**src/rtl/i2s_rx.sv**
```systemverilog
// I2S slave receiver: oversamples BCLK/LRCLK/SDATA in the clk domain and
// assembles standard-format left/right words into a registered PCM pair.
module i2s_rx #(
    parameter int DATA_W      = 16,
    parameter int SYNC_STAGES = 2
) (
    input  logic              clk,
    input  logic              rst,
    input  logic              audio_bclk,
    input  logic              audio_lrclk,
    input  logic              audio_sdata,
    output logic [DATA_W-1:0] audio_ldata,
    output logic [DATA_W-1:0] audio_rdata,
    output logic              sample_valid,
    output logic              frame_err
);
    localparam int CNT_W = $clog2(DATA_W + 2);
    localparam logic [CNT_W-1:0] CNT_MAX  = CNT_W'(DATA_W + 1);
    // count held when the final (boundary) edge of a correct word arrives
    localparam logic [CNT_W-1:0] CNT_WORD = CNT_W'(DATA_W - 1);

    typedef enum logic [0:0] {
        WAIT_SYNC = 1'b0,
        RUN       = 1'b1
    } state_t;

    logic [SYNC_STAGES-1:0] bclk_sync_q, bclk_sync_d;
    logic [SYNC_STAGES-1:0] lrclk_sync_q, lrclk_sync_d;
    logic [SYNC_STAGES-1:0] sdata_sync_q, sdata_sync_d;
    logic                   bclk_prev_q, bclk_prev_d;
    logic                   rise_q, rise_d;
    logic                   s_q, s_d;
    logic                   w_q, w_d;
    logic                   w_prev_q, w_prev_d;
    logic                   w_prev_vld_q, w_prev_vld_d;
    state_t                 state_q, state_d;
    logic [CNT_W-1:0]       cnt_q, cnt_d;
    logic                   left_ok_q, left_ok_d;
    logic [DATA_W-1:0]      shift_q, shift_d;
    logic [DATA_W-1:0]      left_hold_q, left_hold_d;
    logic [DATA_W-1:0]      ldata_q, ldata_d;
    logic [DATA_W-1:0]      rdata_q, rdata_d;
    logic                   valid_q, valid_d;
    logic                   err_q, err_d;

    logic [DATA_W-1:0]      word_s;
    logic                   boundary_s;
    logic [CNT_W-1:0]       cnt_inc_s;

    // Synchronizers and a one-cycle capture of the sampled bit at each BCLK rise
    always_comb begin
        bclk_sync_d  = {bclk_sync_q[SYNC_STAGES-2:0], audio_bclk};
        lrclk_sync_d = {lrclk_sync_q[SYNC_STAGES-2:0], audio_lrclk};
        sdata_sync_d = {sdata_sync_q[SYNC_STAGES-2:0], audio_sdata};
        bclk_prev_d  = bclk_sync_q[SYNC_STAGES-1];
        rise_d       = bclk_sync_q[SYNC_STAGES-1] & ~bclk_prev_q;
        s_d          = sdata_sync_q[SYNC_STAGES-1];
        w_d          = lrclk_sync_q[SYNC_STAGES-1];
    end

    // Word assembly, framing state machine and output update
    always_comb begin
        word_s       = {shift_q[DATA_W-2:0], s_q};
        boundary_s   = w_prev_vld_q && (w_q != w_prev_q);
        cnt_inc_s    = (cnt_q == CNT_MAX) ? cnt_q : cnt_q + CNT_W'(1);
        w_prev_d     = w_prev_q;
        w_prev_vld_d = w_prev_vld_q;
        state_d      = state_q;
        cnt_d        = cnt_q;
        left_ok_d    = left_ok_q;
        shift_d      = shift_q;
        left_hold_d  = left_hold_q;
        ldata_d      = ldata_q;
        rdata_d      = rdata_q;
        valid_d      = 1'b0;
        err_d        = 1'b0;
        if (rise_q) begin
            shift_d      = word_s;
            w_prev_d     = w_q;
            w_prev_vld_d = 1'b1;
            case (state_q)
                WAIT_SYNC: begin
                    if (boundary_s) begin
                        cnt_d     = {CNT_W{1'b0}};
                        left_ok_d = 1'b0;
                        state_d   = RUN;
                    end else begin
                        cnt_d = cnt_inc_s;
                    end
                end
                RUN: begin
                    if (!boundary_s) begin
                        cnt_d = cnt_inc_s;
                    end else begin
                        // the boundary edge carries the LSB of the w_prev channel word
                        cnt_d = {CNT_W{1'b0}};
                        if (cnt_q == CNT_WORD) begin
                            if (!w_prev_q) begin
                                left_hold_d = word_s;
                                left_ok_d   = 1'b1;
                            end else if (left_ok_q) begin
                                ldata_d   = left_hold_q;
                                rdata_d   = word_s;
                                valid_d   = 1'b1;
                                left_ok_d = 1'b0;
                            end else begin
                                left_ok_d = 1'b0;
                            end
                        end else begin
                            err_d     = 1'b1;
                            left_ok_d = 1'b0;
                        end
                    end
                end
                default: begin
                    state_d = WAIT_SYNC;
                end
            endcase
        end else begin
            cnt_d = cnt_q;
        end
    end

    // State registers with synchronous reset
    always_ff @(posedge clk) begin
        if (rst) begin
            bclk_sync_q  <= {SYNC_STAGES{1'b0}};
            lrclk_sync_q <= {SYNC_STAGES{1'b0}};
            sdata_sync_q <= {SYNC_STAGES{1'b0}};
            bclk_prev_q  <= 1'b0;
            rise_q       <= 1'b0;
            s_q          <= 1'b0;
            w_q          <= 1'b0;
            w_prev_q     <= 1'b0;
            w_prev_vld_q <= 1'b0;
            state_q      <= WAIT_SYNC;
            cnt_q        <= {CNT_W{1'b0}};
            left_ok_q    <= 1'b0;
            shift_q      <= {DATA_W{1'b0}};
            left_hold_q  <= {DATA_W{1'b0}};
            ldata_q      <= {DATA_W{1'b0}};
            rdata_q      <= {DATA_W{1'b0}};
            valid_q      <= 1'b0;
            err_q        <= 1'b0;
        end else begin
            bclk_sync_q  <= bclk_sync_d;
            lrclk_sync_q <= lrclk_sync_d;
            sdata_sync_q <= sdata_sync_d;
            bclk_prev_q  <= bclk_prev_d;
            rise_q       <= rise_d;
            s_q          <= s_d;
            w_q          <= w_d;
            w_prev_q     <= w_prev_d;
            w_prev_vld_q <= w_prev_vld_d;
            state_q      <= state_d;
            cnt_q        <= cnt_d;
            left_ok_q    <= left_ok_d;
            shift_q      <= shift_d;
            left_hold_q  <= left_hold_d;
            ldata_q      <= ldata_d;
            rdata_q      <= rdata_d;
            valid_q      <= valid_d;
            err_q        <= err_d;
        end
    end

    assign audio_ldata  = ldata_q;
    assign audio_rdata  = rdata_q;
    assign sample_valid = valid_q;
    assign frame_err    = err_q;
endmodule

```
**config.mk**
```make
export PLATFORM = sky130hd
export DESIGN_NAME = i2s_rx
export DESIGN_NICKNAME = d
export VERILOG_FILES = /design/src/rtl/i2s_rx.sv
export SDC_FILE = /design/constraint.sdc
export NUM_CORES = 1
export LEC_CHECK = 0
export BUFFER_PORTS_ARGS = -buffer_cell sky130_fd_sc_hd__buf_2
export CORE_MARGIN = 5
export CORE_UTILIZATION = 61
export CTS_CLUSTER_DIAMETER = 40
export DETAILED_ROUTE_END_ITERATION = 12
export GPL_ROUTABILITY_DRIVEN = 0
export PLACE_DENSITY = 0.9
export SLEW_MARGIN = 40
export SYNTH_ARGS = -nofsm -noshare
export SYNTH_HDL_FRONTEND = slang
export SYNTH_SLANG_ARGS = --single-unit
```
**constraint.sdc**
```tcl
create_clock -name clk -period 3 [get_ports clk]
set_clock_uncertainty 0.05 [all_clocks]
set_input_delay 0.15 -clock clk [delete_from_list [all_inputs] [get_ports clk]]
set_output_delay 0.15 -clock clk [all_outputs]
set_load 0.1 [all_outputs]
```
==> results.sh, run 1 <==
export IMPL_preCtsSetupSlack_ns=0.861
export IMPL_viasPerCell=5.43
export IMPL_setup_worst_path_class="register to register"
export IMPL_nNetsFinal=379
export IMPL_portBuffers=38
export IMPL_post_dp_hpwl_um=3820
export IMPL_post_cts_buffers=0
export IMPL_p_total_mw=2.08
export IMPL_area_delta_synth_final_pct=14.1
export IMPL_timing_worst_slew_pin_value_ns=0.640
export IMPL_finalCriticalPeriod_ns=2.16
export IMPL_min_delay_worst_endpoint="left_hold_q[9]"
export IMPL_synth_top_family_by_area="simple AND/OR/NAND/NOR gates"
export IMPL_fin_ws_ns=0.841
export IMPL_layout_cells_most_common="dfxtp_1"
export IMPL_cp_arrival_ns=2.38
export IMPL_worst_hold_path_num_cells=2
export IMPL_fp_row_count=26
export IMPL_reg2reg_depth=7
export IMPL_ys_seq_elements=84
export IMPL_ctsRootBufferMaster="clkbuf_8"
export IMPL_grt_util_met1_pct=27.8
export IMPL_syn_area_um2=3190
export IMPL_start_util_pct=62.4
export IMPL_die_height_um=82.3
export IMPL_tritoncts="built"
export IMPL_max_slew_margin_rel_pct=57.3
export IMPL_ys_seq_area_share_pct=52.7
export IMPL_fp_dieArea_um2=6770
export IMPL_critical_path_endpoint_type="register"
export IMPL_route_final_wire_length_um=6100
export IMPL_clockBufferDepth=2
export IMPL_count_of_different_cell_masters_after_synthesis=36
export IMPL_floorplan_core_area_um2=5110
export IMPL_setup_viol_count_final=0
export IMPL_synth_mux_area_share_pct=15.1
export IMPL_grt_antenna_before_repair=0
export IMPL_num_vias=2424
export IMPL_diodes=0
export IMPL_cts_made_buffers=9
export IMPL_ant_nets=0
export IMPL_crit_path_start_kind="register"
export IMPL_io_pins=39
export IMPL_irDropWorstVdd_mv=0.355
export IMPL_synth_area_in_adders_pct=1.18
export IMPL_floorplan_die_width_um=82.3
export IMPL_min_path_type="input pin to register"
export IMPL_grt_setup_unrepaired="false"
export IMPL_max_freq_mhz=463
export IMPL_first_global_vias=2196
export IMPL_pin_count_of_the_biggest_net_entering_global_routing=37
export IMPL_synthesis_area_per_instance_um2=9.41
export IMPL_grt_use_total_pct=20.0
export IMPL_power_static_leakage_nw=1.32
export IMPL_synthSimpleGateAreaFrac_pct=18.2
export IMPL_1st_pass_router_iterations=4
export IMPL_dr_first_iter_drc_count=252
export IMPL_drive_above_1_share_pct=16.2
export IMPL_grt_most_used_layer="met2"
export IMPL_ctsHoldBuffers=3
export IMPL_fin_hold_ws_ns=0.147
export IMPL_reg2reg_slack_ns=0.84
export IMPL_worst_path_max_fanout=32
export IMPL_timing_final_crit_share_pct=72.0
export IMPL_finalSetupTns_ns=0
export IMPL_post_route_drc_count=0
export IMPL_r2r_start="cnt_q[0]"
export IMPL_finalMaxSlewViolations=0
export IMPL_maxCapViolCount=0
export IMPL_use_met3_pct=5.31
export IMPL_worstHoldStart="rst"
export IMPL_yosys_warnings=0
export IMPL_cellPowerDensity_nw_per_um2=570
export IMPL_clkSinkCount=84
export IMPL_net_count_after_synthesis=347
export IMPL_syn_instance_count=339
export IMPL_cts_htree_levels=3
export IMPL_synth_xor_area_share_pct=0.510
export IMPL_detail_route_wl_per_cell_um=13.7
export IMPL_status="finished, final reports clean"
export IMPL_globalRouteOverflowTotal=0
export IMPL_clk_pin_slew_ns=0.08
export IMPL_worst_endpoint_required_ns=3.22
export IMPL_synth_compound_gate_area_share_pct=7.92
export IMPL_most_used_cells_in_the_layout_excluding_fill_and_tap_cells="84 x dfxtp_1, 70 x nand2_1, 48 x mux2i_1, 38 x buf_2"
export IMPL_grt_pass1_wl_um=10300
export IMPL_global_route_usage_met2_pct=29.1
export IMPL_rr_endpoint="audio_rdata[3]"
export IMPL_hold_viol_final=0
export IMPL_clock_latency_ns=0.35
export IMPL_post_cts_resized_instances=0
==> cells in the mapped netlist <==
cell type   n  area, µm²
a21oi_1    18       90.1
a311oi_1    1       8.76
a31oi_1     1       6.26
and2_1      1       6.26
and3_1      1       6.26
and4b_1     1       10.0
buf_1       2       7.51
buf_2       5       25.0
buf_6       3       33.8
clkbuf_1   15       56.3
clkinv_1    1       3.75
dfxtp_1    84       1680
ha_1        3       37.5
inv_1       4       15.0
mux2i_1    48        480
nand2_1    70        263
nand2b_1    1       6.26
nand3_1    17       85.1
nand4_1     1       6.26
nand4b_1    1       8.76
nand4bb_1   1       11.3
nor2_1     18       67.6
nor2b_1    10       62.6
nor3_1      1       5.00
nor3_4      1       16.3
nor4_1      1       6.26
o2111ai_1   1       8.76
o211ai_1    1       7.51
o21ai_0    18       90.1
o221ai_1    1       8.76
o22ai_1     1       6.26
o2bb2ai_1   1       8.76
o32ai_1     2       17.5
or2_2       2       12.5
or3_1       1       6.26
xnor2_2     1       16.3
==> state kept, by name, summed over array words and instances, names as in the netlist <==
register and count:
audio_ldata 16, audio_rdata 16, left_hold_q 16, shift_q 15, cnt_q 5, bclk_sync_q 2, lrclk_sync_q 2, sdata_sync_q 2
bclk_prev_q 1, frame_err 1, left_ok_q 1, rise_q 1, s_q 1, sample_valid 1, state_q 1, w_prev_q 1
w_prev_vld_q 1, w_q 1
==> how the worst max path moves through the flow <==
stage / start / to / slack [ns] / depth (start not counted)
5_1_grt: cnt_q[0] / audio_rdata[15] / 0.62 / 7
3_3_place_gp: cnt_q[0] / audio_ldata[15] / 0.95 / 7
4_1_cts: cnt_q[0] / audio_rdata[3] / 0.83 / 7
6_report: cnt_q[0] / audio_rdata[3] / 0.84 / 7
3_5_place_dp: cnt_q[0] / audio_rdata[15] / 0.86 / 7
2_1_floorplan: cnt_q[0] / left_hold_q[15] / 1.16 / 8
==> power by group <==
group / switching [mW] / total (mW) / leakage [nW] / internal (mW)
Sequential: 0.00614 / 1.13 / 0.678 / 1.12
Combinational: 0.0324 / 0.0499 / 0.525 / 0.0175
Clock: 0.380 / 0.897 / 0.114 / 0.517
==> cell type report <==
| cell class | instances | area, µm² |
|---|---|---|
| Tap cell | 70 | 87.6 |
| Inverter | 5 | 18.8 |
| Timing Repair Buffer | 46 | 258 |
| Clock inverter | 3 | 68.8 |
| Fill cell | 380 | 1470 |
| Sequential cell | 84 | 1680 |
| Multi-Input combinational cell | 225 | 1370 |
| Clock buffer | 13 | 159 |
==> worst max-delay path, cell delays in order (launching register included) <==
cell	delay, ns
dfxtp_1	0.39
ha_1	0.21
and3_1	0.17
ha_1	0.19
nand4_1	0.18
nor3_4	0.14
buf_4	0.45
mux2i_1	0.27
==> layer usage <==
metal	vias to the layer above	routed length [µm]
met4	0	102
met2	85	2710
met1	1123	2900
met5	-	0
li1	1205	-
met3	11	394
==> kinds of logic (layout without fill, tap and decap cells) <==
kind of cell             count (synthesis)  in the layout
AND/OR/NAND/NOR                        128            128
flip-flops                              84             84
multiplexers                            48             48
AO/OA/AOI/OAI                           45             45
buffers and inverters                   30             67
adder cells (fa/ha/maj)                  3              3
XOR/XNOR                                 1              1
==> through the flow <==
| stage | utilization (%) | instances | instance area, µm² |
|---|---|---|---|
| 2_1_floorplan | - | 339 | 3190 |
| 3_3_place_gp | 66.2 | 427 | 3380 |
| 3_5_place_dp | 66.2 | 427 | 3380 |
| 4_1_cts | 71.3 | 446 | 3640 |
| 5_1_grt | 71.3 | 446 | 3640 |
| 6_report | 71.3 | 446 | 3640 |
(Power assumes the default switching activity.)
==> run 2: changes to the inputs <==
--- a/config.mk
+++ b/config.mk
@@ -7,11 +7,11 @@
 export LEC_CHECK = 0
 export BUFFER_PORTS_ARGS = -buffer_cell sky130_fd_sc_hd__buf_2
 export CORE_MARGIN = 5
-export CORE_UTILIZATION = 61
+export CORE_UTILIZATION = 57
 export CTS_CLUSTER_DIAMETER = 40
 export DETAILED_ROUTE_END_ITERATION = 12
 export GPL_ROUTABILITY_DRIVEN = 0
-export PLACE_DENSITY = 0.9
+export PLACE_DENSITY = 0.85
 export SLEW_MARGIN = 40
 export SYNTH_ARGS = -nofsm -noshare
 export SYNTH_HDL_FRONTEND = slang
==> constraint.sdc (replaced) <==
create_clock -name clk -period 2.05 [get_ports clk]
set_clock_uncertainty 0.05 [all_clocks]
set_input_delay 0.1025 -clock clk [delete_from_list [all_inputs] [get_ports clk]]
set_output_delay 0.1025 -clock clk [all_outputs]
set_load 0.1 [all_outputs]
==> results.sh, run 2 (synthesis gave the netlist of run 1 again) <==
export IMPL_max_freq_mhz=508
export IMPL_tritoncts="built"
export IMPL_cp_arrival_ns=2.19
export IMPL_portBuffers=38
export IMPL_p_sw_share_pct=22.5
export IMPL_reg2reg_depth=8
export IMPL_drive_above_1_share_pct=18.8
export IMPL_reg2reg_slack_ns=0.08
export IMPL_timing_final_crit_share_pct=96.0
export IMPL_hold_viol_final=0
export IMPL_worst_endpoint_required_ns=2.27
export IMPL_postLayoutCoreUtil_pct=67.3
export IMPL_postLayoutCellArea_um2=3680
export IMPL_rr_endpoint="audio_rdata[1]"
export IMPL_finalCriticalPeriod_ns=1.97
export IMPL_first_global_vias=2224
export IMPL_max_slew_margin_rel_pct=65.6
export IMPL_worstPathCellList="ha_1, and3_1, ha_2, nand4_1, nor3_4, buf_4, buf_12, mux2i_1"
export IMPL_irDropWorstVdd_mv=0.554
export IMPL_status="finished, final reports clean"
export IMPL_post_layout_nonfiller_instances=454
export IMPL_power_frac_clock_pct=38.5
export IMPL_total_switching_power_mw=0.631
export IMPL_grt_use_total_pct=17.7
export IMPL_placed_cells=431
export IMPL_fin_ws_ns=0.0815
export IMPL_setup_viol_count_final=0
export IMPL_detail_route_wl_per_cell_um=14.0
export IMPL_grt_antenna_before_repair=0
export IMPL_cts_htree_levels=3
export IMPL_nNetsFinal=385
export IMPL_cellPowerDensity_nw_per_um2=762
export IMPL_post_dp_hpwl_um=3960
export IMPL_grt_pass1_wl_um=10300
export IMPL_critical_path_endpoint_type="register"
export IMPL_r2r_start="cnt_q[0]"
export IMPL_finalMaxSlewViolations=0
export IMPL_cell_with_the_largest_stage_delay_on_the_worst_path="dfxtp_2"
export IMPL_route_final_wire_length_um=6370
export IMPL_crit_path_start_kind="register"
export IMPL_preCtsSetupSlack_ns=0.0608
export IMPL_pin_count_of_the_biggest_net_entering_global_routing=39
export IMPL_1st_pass_router_iterations=4
export IMPL_maxCapViolCount=0
export IMPL_fin_hold_ws_ns=0.0632
export IMPL_diodes=0
export IMPL_critical_path_max_stage_delay_ns=0.36
export IMPL_post_route_drc_count=0
export IMPL_cts_made_buffers=9
export IMPL_place_area_um2=3410
export IMPL_internal_power_contribution_mw=2.18
export IMPL_ant_nets=0
export IMPL_fp_row_count=27
export IMPL_clk_pin_slew_ns=0.08
export IMPL_critPathLaunch="cnt_q[0]"
export IMPL_io_pins=39
export IMPL_most_used_cells_in_the_layout_excluding_fill_and_tap_cells="82 x dfxtp_1, 70 x nand2_1, 48 x mux2i_1, 38 x buf_2"
export IMPL_viasPerCell=5.31
export IMPL_comb_power_share_pct=2.6
export IMPL_clkSinkCount=84
export IMPL_fp_dieArea_um2=7190
export IMPL_finalSetupTns_ns=0
export IMPL_min_path_type="input pin to register"
export IMPL_layout_cells_most_common="dfxtp_1"
export IMPL_dr_first_iter_drc_count=178
export IMPL_power_sequential_fraction_pct=58.8
export IMPL_floorplan_die_width_um=84.8
export IMPL_timing_worst_slew_pin_value_ns=0.516
export IMPL_start_util_pct=58.3
export IMPL_area_delta_synth_final_pct=15.5
export IMPL_worstSetupEndpoint="audio_rdata[1]"
export IMPL_globalRouteOverflowTotal=0
export IMPL_die_height_um=84.8
export IMPL_worst_path_max_fanout=16
export IMPL_p_total_mw=2.81
export IMPL_setup_worst_path_class="register to register"
export IMPL_clock_latency_ns=0.34
export IMPL_num_vias=2409
export IMPL_ctsRootBufferMaster="clkbuf_8"
export IMPL_floorplan_core_area_um2=5470
export IMPL_power_static_leakage_nw=1.34
export IMPL_clockBufferDepth=2
-- run 2: cell count changes in the layout (fill, tap and decap cells not counted), sizes merged --
cell      change
buf           +5
bufinv        -2
clkinv        +2
clkbuf        -1
clkinvlp      +1
inv           +1
-- run 2: cell type report --
cell class                      instances  area, µm²
Timing Repair Buffer                   52        337
Inverter                                5       18.8
Sequential cell                        84       1680
Clock buffer                           11        151
Tap cell                               72       90.1
Multi-Input combinational cell        225       1370
Fill cell                             446       1790
Clock inverter                          5       35.0
-- run 2: worst min-delay path by stage --
| stage | from | endpoint | slack [ns] | depth (start not counted) |
|---|---|---|---|---|
| after floorplan | audio_bclk | bclk_sync_q[0] | 0.18 | 1 |
| after global placement | audio_sdata | sdata_sync_q[0] | 0.27 | 2 |
| after detailed placement | audio_sdata | sdata_sync_q[0] | 0.27 | 2 |
| after CTS | rst | left_hold_q[3] | 0.05 | 2 |
| after global routing | rst | left_hold_q[3] | 0.06 | 2 |
| final | rst | left_hold_q[3] | 0.06 | 2 |
-- run 2: critical path, delay by kind of cell, from the launching register on --
family        cells  cell delay (ns)
simple gates      3             0.56
fa+ha+maj         2             0.41
flops             1             0.36
buf+inv           2             0.30
mux               1             0.21
-- run 2: what timing repair did --
| item | CTS | global route |
|---|---|---|
| setup endpoints to repair | 0 | 25 |
| setup buffers | 0 | 2 |
| resized for setup | 0 | 3 |
| hold endpoints to repair | 3 | 0 |
| hold buffers | 3 | 0 |
-- run 2: power groups by stage --
stage / combinational (mW) / clock, mW / sequential [mW]
after global placement: 0.0675 / 0 / 1.69
after CTS: 0.0732 / 1.10 / 1.65
after global routing: 0.0808 / 1.18 / 1.65
after floorplan: 0.0560 / 0 / 1.69
after detailed placement: 0.0687 / 0 / 1.69
final: 0.0731 / 1.08 / 1.65
-- run 2: routing by layer --
layer / part of all wire (%) / routed length [µm] / global-route usage, % / up-vias
met3: 5.5 / 351 / 4.71 / 9
li1: - / - / - / 1217
met2: 48 / 3040 / 28.1 / 57
met5: 0 / 0 / 0 / -
met4: 1.8 / 114 / 7.77 / 0
met1: 45 / 2860 / 22.8 / 1126
